--- config.mk ---
export PLATFORM = sky130hd
export DESIGN_NAME = dm_bus_bridge
export DESIGN_NICKNAME = d
export VERILOG_FILES = /design/src/rtl/dm_bus_bridge.sv
export SDC_FILE = /design/constraint.sdc
export NUM_CORES = 1
export LEC_CHECK = 0
export ABC_AREA = 1
export BUFFER_PORTS_ARGS = -buffer_cell sky130_fd_sc_hd__buf_2
export CELL_PAD_IN_SITES_DETAIL_PLACEMENT = 1
export CELL_PAD_IN_SITES_GLOBAL_PLACEMENT = 2
export CORE_MARGIN = 4
export CORE_UTILIZATION = 25
export CTS_CLUSTER_DIAMETER = 40
export DETAILED_ROUTE_END_ITERATION = 12
export HOLD_SLACK_MARGIN = 0.15
export PLACE_DENSITY_LB_ADDON = 0.1
export SLEW_MARGIN = 15
export SYNTH_ARGS = -nofsm -noshare
export SYNTH_HDL_FRONTEND = slang
export SYNTH_SLANG_ARGS = --single-unit
--- constraint.sdc ---
create_clock -name clk -period 1.75 [get_ports clk]
set_input_delay 0.175 -clock clk [delete_from_list [all_inputs] [get_ports clk]]
set_output_delay 0.175 -clock clk [all_outputs]
set_load 0.005 [all_outputs]
--- src/rtl/dm_bus_bridge.sv ---
// dm_bus_bridge: M-stage load/store bridge onto a single-beat req/ack data bus, stalling the pipeline while busy.
// Optional macro DM_BUS_WBUF_EN enables a one-entry posted-write buffer (stores retire without stalling).
module dm_bus_bridge #(
   parameter int unsigned TIMEOUT  = 255,
   parameter logic [31:0] ERR_DATA = 32'hDEADBEEF
) (
   input  logic        clk,
   input  logic        reset,
   input  logic        req_valid,
   input  logic        req_we,
   input  logic [1:0]  req_size,
   input  logic [31:0] req_addr,
   input  logic [31:0] req_wdata,
   output logic        stall,
   output logic        rdata_valid,
   output logic [31:0] rdata,
   output logic        bus_req,
   output logic        bus_we,
   output logic [31:0] bus_addr,
   output logic [3:0]  bus_be,
   output logic [31:0] bus_wdata,
   input  logic        bus_ack,
   input  logic [31:0] bus_rdata,
   output logic        bus_err
);

`ifdef DM_BUS_WBUF_EN
   localparam bit WBUF = 1'b1;
`else
   localparam bit WBUF = 1'b0;
`endif

   localparam int unsigned    CW       = (TIMEOUT < 2) ? 1 : $clog2(TIMEOUT);
   localparam logic [CW-1:0]  LAST_CNT = CW'(TIMEOUT - 1);

   typedef enum logic [1:0] {S_IDLE, S_RD, S_WR, S_RESP} state_t;

   state_t        r_state, w_next_state;
   logic [CW-1:0] r_cnt;
   logic          r_load;
   logic [1:0]    r_shift;
   logic          r_we;
   logic [31:0]   r_addr;
   logic [3:0]    r_be;
   logic [31:0]   r_wdata;
   logic [31:0]   r_rdata;
   logic          r_err;

   logic          w_stall, w_accept, w_bad_req, w_timeout, w_misaligned;
   logic [3:0]    w_be;
   logic [31:0]   w_lanes, w_rd_shifted;

   assign w_misaligned = (req_size == 2'b01) ? req_addr[0]
                                             : (req_size[1] && (req_addr[1:0] != 2'b00));
   assign w_rd_shifted = bus_rdata >> {r_shift, 3'b000};

   always_comb begin
      // NOTE: every combinational output gets a default first so no path can infer a latch.
      w_be    = 4'b1111;
      w_lanes = req_wdata;
      case (req_size)
         2'b00: begin
            w_be    = 4'b0001 << req_addr[1:0];
            w_lanes = {4{req_wdata[7:0]}};
         end
         2'b01: begin
            w_be    = 4'b0011 << req_addr[1:0];
            w_lanes = {2{req_wdata[15:0]}};
         end
         default: ;
      endcase
   end

   always_comb begin
      w_next_state = r_state;
      w_stall      = 1'b0;
      w_accept     = 1'b0;
      w_bad_req    = 1'b0;
      w_timeout    = 1'b0;
      case (r_state)
         S_IDLE: begin
            if (req_valid) begin
               if (w_misaligned) begin
                  w_bad_req    = 1'b1;
                  w_stall      = 1'b1;
                  w_next_state = S_RESP;
               end else begin
                  w_accept     = 1'b1;
                  w_stall      = !(WBUF && req_we);
                  w_next_state = req_we ? S_WR : S_RD;
               end
            end
         end
         S_RD: begin
            w_stall = 1'b1;
            if (bus_ack) begin
               w_next_state = S_RESP;
            end else if (r_cnt == LAST_CNT) begin
               w_timeout    = 1'b1;
               w_next_state = S_RESP;
            end
         end
         S_WR: begin
            // A posted write only holds the pipeline if a new access is waiting behind it.
            w_stall = WBUF ? req_valid : 1'b1;
            if (bus_ack || (r_cnt == LAST_CNT)) begin
               w_timeout    = !bus_ack;
               w_next_state = WBUF ? S_IDLE : S_RESP;
            end
         end
         S_RESP: w_next_state = S_IDLE;
         default: w_next_state = S_IDLE;
      endcase
   end

   always_ff @(posedge clk or negedge reset) begin
      // NOTE: sequential state uses non-blocking assignments so all registers update together at the edge.
      if (!reset) r_state <= S_IDLE;
      else        r_state <= w_next_state;
   end

   always_ff @(posedge clk or negedge reset) begin
      if (!reset) begin
         r_cnt   <= '0;
         r_load  <= 1'b0;
         r_shift <= 2'b00;
         r_we    <= 1'b0;
         r_addr  <= '0;
         r_be    <= '0;
         r_wdata <= '0;
         r_rdata <= '0;
         r_err   <= 1'b0;
      end else begin
         if (((r_state == S_RD) || (r_state == S_WR)) && (w_next_state == r_state))
            r_cnt <= r_cnt + CW'(1);
         else
            r_cnt <= '0;

         if (w_accept) begin
            r_load  <= !req_we;
            r_shift <= req_addr[1:0];
            r_we    <= req_we;
            r_addr  <= {req_addr[31:2], 2'b00};
            r_be    <= w_be;
            r_wdata <= w_lanes;
         end

         if (w_bad_req) begin
            r_load <= !req_we;
            r_err  <= 1'b1;
            if (!req_we) r_rdata <= ERR_DATA;
         end

         if ((r_state == S_RD) && bus_ack) r_rdata <= w_rd_shifted;

         if (w_timeout) begin
            r_err <= 1'b1;
            if (r_state == S_RD) r_rdata <= ERR_DATA;
         end
      end
   end

   assign stall       = w_stall;
   assign bus_req     = (r_state == S_RD) || (r_state == S_WR);
   assign rdata_valid = (r_state == S_RESP) && r_load;
   assign rdata       = r_rdata;
   assign bus_we      = r_we;
   assign bus_addr    = r_addr;
   assign bus_be      = r_be;
   assign bus_wdata   = r_wdata;
   assign bus_err     = r_err;

endmodule

==> results of run 1 <==
-- worst max-delay path by stage --
stage / cells past startpoint / endpoint / startpoint
floorplan: 7 / rdata[15] / r_state[0]
global placement: 8 / rdata[4] / r_state[1]
detailed placement: 8 / rdata[4] / r_state[1]
CTS: 5 / stall / r_state[0]
global route: 11 / r_cnt[3] / r_state[0]
finish: 6 / stall / r_state[0]
-- cells by family after synthesis --
| family | Yosys count | share of synthesized area, % |
|---|---|---|
| other | 1 | 0.0689 |
| DFF | 113 | 51.9 |
| buffers and inverters | 75 | 6.25 |
| and+or+nand+nor | 312 | 24.6 |
| AOI/OAI and AO/OA | 125 | 13.3 |
| xor gates and xnor gates | 4 | 0.643 |
| adders and majority gates | 8 | 1.84 |
| muxes | 8 | 1.47 |
-- Yosys cell counts --
master,number,share of area [%]
nand4_1,7,0.80
nor2_1,17,1.2
nand2_2,9,1.0
a2bb2oi_1,8,1.3
o21a_1,9,1.2
o21ai_1,9,0.83
xnor2_1,1,0.16
nor2_4,2,0.41
o22ai_1,1,0.11
nand3_4,1,0.32
o21bai_2,1,0.21
nor3_1,2,0.18
clkinv_1,1,0.069
buf_4,8,1.1
a31o_2,1,0.16
a22o_1,1,0.16
nand2_4,2,0.41
nor2_2,9,1.0
dfrtp_1,113,52
inv_1,32,2.2
or2_2,1,0.11
buf_6,1,0.21
ha_1,8,1.8
inv_2,7,0.48
a31oi_1,2,0.23
a21oi_1,41,3.8
nand3b_1,1,0.14
nand3_2,2,0.37
buf_2,17,1.6
xor2_1,3,0.48
clkbuf_1,9,0.62
nand3_1,31,2.8
o2111ai_1,7,1.1
conb_1,1,0.069
nand2_1,228,16
mux2i_1,8,1.5
o21ai_0,45,4.1
-- through the flow --
step	power [µW]	instances	worst slack, ns	utilization (%)
after detailed placement	9250	1122	-0.145	32.7
after floorplan	6820	647	0.000844	-
after global routing	14800	1259	-0.0782	41.7
after global placement	9120	1122	-0.0955	32.7
final	13800	1259	0.0433	41.7
after CTS	13700	1249	-0.0112	40.4
-- metal layers --
layer  track usage, %  share of wire [%]  vias to the layer above  wire [µm]
met5                0              0.060                        -         13
met4             4.88                1.4                        2        312
met3             5.55                6.1                       24       1330
met2             29.8                 49                      157      10800
met1             22.2                 43                     2804       9410
li1                 -                  -                     2750          -
-- power by group through the flow --
stage / Clock (µW) / Combinational, µW / Sequential [µW]
after floorplan: 0 / 2320 / 4490
after global placement: 0 / 4700 / 4420
after detailed placement: 0 / 4800 / 4450
after CTS: 4030 / 5170 / 4440
after global routing: 4150 / 6090 / 4600
final: 3930 / 5420 / 4440
-- what timing repair did --
action,CTS,global route
cloned,0,5
hold endpoints to repair,175,0
hold buffers,90,0
setup buffers,5,5
setup endpoints to repair,35,62
gates resized for setup,6,33
pin swaps,1,7
-- critical path, cell delays in order (launching register included) --
cell and delay, ns:
dfrtp_2 0.43, inv_2 0.10, ha_4 0.17, nand2_4 0.06, buf_6 0.12, a21oi_2 0.11
buf_2 0.12
-- registers in the layout (all words and copies together), names as in the netlist --
register,flops
bus_addr,30
bus_be,4
bus_err,1
bus_wdata,32
bus_we,1
r_cnt,8
r_load,1
r_shift,2
r_state,2
rdata,32
-- area by class of cell --
type | instances | share of cell area [%]
clock buffer | 19 | 5.12
clock inverter | 13 | 2.36
inverter | 40 | 1.80
multi-input combinational | 459 | 26.8
sequential | 113 | 32.0
tap | 275 | 3.89
timing repair buffer | 340 | 28.1
==> out/metrics.cfg, run 1 <==
[status]
status = completed

[sta]
fin_crit_sh_pct = 97.5
grt_setup_unrepaired = true
fin_crit_ns = 1.71
finalSetupViolations = 0
slew_violations = 0
fmax_ghz = 0.586
hold_ws_ns = 0.167
tns_ns = 0
skew_ns = 0.0145
hold_viol_final = 0

[critical_path]
worstPathArrival_ns = 1.53
reg2reg_from = r_state[0]
path_max_fanout = 3
r2r_slack_ns = 0.08
reg2reg_depth = 9
required_ns = 1.57
critPathKind = flop to output port
rr_endpoint = rdata[0]
cp-start-kind = flop
endpoint_kind = output port

[routing]
antenna_left = 0
drt-total-wl_um = 21800
dr.pass1.iters = 4
vias_per_cell = 4.56
drtIter0Drc = 133
vias = 5737
drc = 0
wl_per_cell_um = 17.3

[layout]
final_common_cell = nand2_1
final_cell_mix = nand2_1 (225), buf_2 (204), dfrtp_1 (112), dlygate4sd3_1 (90), o21ai_0 (45)
layout-drive-gt1-share_pct = 34.2
multi_input_area_mm2 = 0.00237
syn2layout_area_growth_pct = 62.4
fin_nets = 1082
antenna_cells = 0
design_area_mm2 = 0.00884
fillers = 2555
final-seq-area_mm2 = 0.00283

[clock_tree]
cts_inserted_buffers = 17
clk_latency_ns = 0.42
cts_tree = built
cts_buffer_depth = 2
clk_pin_slew_ns = 0.06
cts_max_level = 4
clockRootBuffer = clkbuf_16
cts_sinks = 113

[global_route]
grt_max_degree = 47
track_usage_pct = 17.8
grt-ovfl-total = 0
grt_pass1_vias = 6477
grt_pass1_wl_um = 34300
grt_antenna_before_repair = 1

[placement]
place_hpwl_um = 14500
placed_cell_area_mm2 = 0.00695
numPortBuffers = 205
gp_congestion = 0.764

[power_and_ir_drop]
p_sw_uw = 4840
ir_worst_vdd_mv = 0.625
p_comb_share_pct = 39.3
pwr-share-clk_pct = 28.5
cellInternalPower_uw = 8950
p_seq_share_pct = 32.2
power_density_mw_per_mm2 = 1560
leakagePower_uw = 0.00447
switching_share_pct = 35.1

[floorplan]
die_y_um = 156
placementRows = 53
die_area_mm2 = 0.0242
die_w_um = 156
coreArea_mm2 = 0.0212
initial_core_util_pct = 25.7
io_pins = 208

[run]
cap_violations = 0

[min_path]
min_to = rdata[25]
min_path_type = input pin to flop
hold_start = bus_rdata[25]
whs_path_depth = 5

[synth]
synth_seq_area_share_pct = 51.9
syn_avg_cell_area_um2 = 8.43
synth_cell_types = 37
syn_area_mm2 = 0.00545
syn_inst = 646
ys_warn_count = 0
synth-seq-cells = 113

Note: power is estimated with default switching activity, not from simulation.
==> run 2: changes to the inputs <==
--- a/config.mk
+++ b/config.mk
@@ -11,9 +11,10 @@
 export CELL_PAD_IN_SITES_GLOBAL_PLACEMENT = 2
 export CORE_MARGIN = 4
 export CORE_UTILIZATION = 25
+export CTS_BUF_LIST = sky130_fd_sc_hd__clkbuf_2
 export CTS_CLUSTER_DIAMETER = 40
 export DETAILED_ROUTE_END_ITERATION = 12
-export HOLD_SLACK_MARGIN = 0.15
+export HOLD_SLACK_MARGIN = 0.05
 export PLACE_DENSITY_LB_ADDON = 0.1
 export SLEW_MARGIN = 15
 export SYNTH_ARGS = -nofsm -noshare
==> run 2 against run 1 <==
Net effect: the flow now finishes with violations (negative setup slack); sequential share of layout area is 1.6 points lower; count of clock-buffer cells in the layout fell by 2; critical endpoint unchanged; critical path type unchanged; worst hold slack worse by 0.17 ns; clock skew up 0.027 ns; routed wire length increased by 3.1%; sequential cell count did not move; register-to-register slack got worse by 0.23 ns; utilization is 2.2 points higher; non-clock buffer count rose by 55.
==> out/metrics.cfg, run 2 (synthesis gave the netlist of run 1 again) <==
[power_and_ir_drop]
switching_share_pct = 38.7  ; +3.6 points
ir_worst_vdd_mv = 0.490  ; -22%
p_sw_uw = 4880  ; +0.82%
power_density_mw_per_mm2 = 1350  ; -13%
p_seq_share_pct = 34.9  ; +2.7 points
p_comb_share_pct = 47.6  ; +8.3 points
leakagePower_uw = 0.00468  ; +4.8%
pwr-share-clk_pct = 17.5  ; -11 points
cellInternalPower_uw = 7720  ; -14%

[placement]
post-place-ws_ns = -0.145  ; unchanged
place_hpwl_um = 14500  ; unchanged
gp_congestion = 0.764  ; unchanged
numPortBuffers = 205  ; unchanged

[critical_path]
path_delay_family = flip-flops
slowest_stage = dfrtp_1
reg2reg_from = r_state[0]
cp.depth = 6  ; unchanged
worstPathArrival_ns = 1.76  ; +0.23 ns
cp-start-kind = flop
r2r_slack_ns = -0.15  ; -0.23 ns
rr_endpoint = rdata[7]
crit_buf_inv = 3  ; unchanged
required_ns = 1.57  ; about the same
path_cells = inv_2 -> ha_4 -> nand2_4 -> buf_6 -> a21oi_2 -> buf_2
critPathKind = flop to output port
slowest_delay_ns = 0.46  ; +0.03 ns
reg2reg_depth = 10  ; +1
endpoint_kind = output port
path_max_fanout = 2  ; -1

[routing]
vias = 6012  ; +4.8%
antenna_left = 0  ; unchanged
drtIter0Drc = 170  ; +28%
drt-total-wl_um = 22500  ; +3.1%
dr.pass1.iters = 4  ; unchanged
vias_per_cell = 4.57  ; +0.33%
wl_per_cell_um = 17.1  ; -1.3%
drc = 0  ; unchanged

[clock_tree]
clockRootBuffer = clkbuf_2
cts_sinks = 113  ; unchanged
clk_latency_ns = 0.67  ; +0.25 ns
cts_buffer_depth = 2  ; unchanged
cts_inserted_buffers = 17  ; unchanged
cts_tree = built
cts_max_level = 4  ; unchanged
clk_pin_slew_ns = 0.22  ; +0.16 ns

[sta]
fin_crit_ns = 1.94  ; +0.232 ns
fmax_ghz = 0.516  ; -12%
slew_violations = 0  ; unchanged
skew_ns = 0.0411  ; +0.0266 ns
layout_setup_ws_ns = -0.189  ; -0.232 ns
fin_crit_sh_pct = 111  ; +13 points
grt_setup_unrepaired = true
hold_viol_final = 0  ; unchanged
hold_ws_ns = 0.00151  ; -0.165 ns
finalSetupViolations = 45  ; +45

[layout]
multi_input_area_mm2 = 0.00260  ; +9.9%
fin_nets = 1137  ; +5.1%
fillers = 2535  ; -0.78%
final_common_cell = nand2_1
syn2layout_area_growth_pct = 71.0
final_cell_mix = nand2_1 (224), buf_2 (202), dlygate4sd3_1 (130), dfrtp_1 (113), o21ai_0 (45)
final-seq-area_mm2 = 0.00283  ; about the same
layout-drive-gt1-share_pct = 37.5  ; +3.3 points

[status]
violations = negative setup slack
status = finished with violations

[floorplan]
io_pins = 208  ; unchanged
die_area_mm2 = 0.0242  ; unchanged
initial_core_util_pct = 25.7  ; unchanged
coreArea_mm2 = 0.0212  ; unchanged
die_w_um = 156  ; unchanged
placementRows = 53  ; unchanged
die_y_um = 156  ; unchanged

[min_path]
min_path_type = input pin to flop
min_to = r_load
hold_start = req_valid
whs_path_depth = 5  ; unchanged

[global_route]
grt_max_degree = 47  ; unchanged
grt-ovfl-total = 0  ; unchanged
grt_antenna_before_repair = 1  ; unchanged
track_usage_pct = 18.6  ; +0.86 points
grt_pass1_wl_um = 36100  ; +5.3%
grt_pass1_vias = 6814  ; +5.2%

[run]
cap_violations = 0  ; unchanged

-- run 2: repair_timing --
| item | in CTS | in global routing |
|---|---|---|
| setup endpoints to repair | 56 | 55 |
| hold buffers | 131 | 1 |
| pin swaps | 25 | 16 |
| endpoints found under the hold margin | 218 | 10 |
| gates resized for setup | 60 | 39 |
| setup buffers | 15 | 11 |
| gates cloned | 3 | 2 |
-- run 2: worst max-delay path by stage --
| stage | slack, ns | endpoint | start |
|---|---|---|---|
| detailed placement | -0.14 | rdata[4] | r_state[1] |
| finish | -0.19 | stall | r_state[0] |
| CTS | -0.29 | stall | r_state[1] |
| global placement | -0.1 | rdata[4] | r_state[1] |
| floorplan | 0.0008 | rdata[15] | r_state[0] |
| global route | -0.40 | stall | r_state[0] |
-- run 2: layout make-up --
type	instances	area share, %
Sequential cell	113	30.4
Clock inverter	15	2.32
Multi-Input combinational cell	459	27.9
Timing Repair Buffer	395	32.9
Clock buffer	17	0.914
Inverter	40	1.80
Antenna cell	1	0.0269
Tap cell	275	3.69
-- run 2: through the flow --
stage               instances  instance area, µm²  TNS [ns]  total power [µW]  utilization (%)
finish                   1315                9310     -4.13             12600             43.9
global route             1315                9310     -7.74             13700             43.9
CTS                      1303                9040     -3.94             12500             42.6
detailed placement       1122                6950    -0.729              9250             32.7
global placement         1122                6950   -0.0955              9120             32.7
floorplan                 647                5450         0              6820                -
-- run 2: per-layer routing --
| metal | vias to the layer above | GRT usage [%] | part of all wire, % |
|---|---|---|---|
| met5 | - | 0 | 0 |
| met4 | 0 | 3.88 | 1.1 |
| met3 | 17 | 5.24 | 5.4 |
| met2 | 144 | 32.4 | 50 |
| met1 | 2991 | 23.2 | 44 |
| li1 | 2860 | - | - |
-- run 2: worst register-to-register path: stages (launching register included) --
cell and delay, ns:
dfrtp_1 0.46, buf_6 0.13, buf_6 0.11, ha_4 0.16
buf_6 0.12, nor2_4 0.12, nor3_2 0.07, nand4_1 0.10
buf_6 0.22, buf_12 0.16, o2111ai_2 0.11
-- run 2: power by group through the flow --
stage	combinational [µW]	clock [µW]	sequential, µW
after CTS	5760	2310	4410
after global placement	4700	0	4420
after detailed placement	4800	0	4450
after global routing	6680	2440	4550
after floorplan	2320	0	4490
final	6000	2210	4400
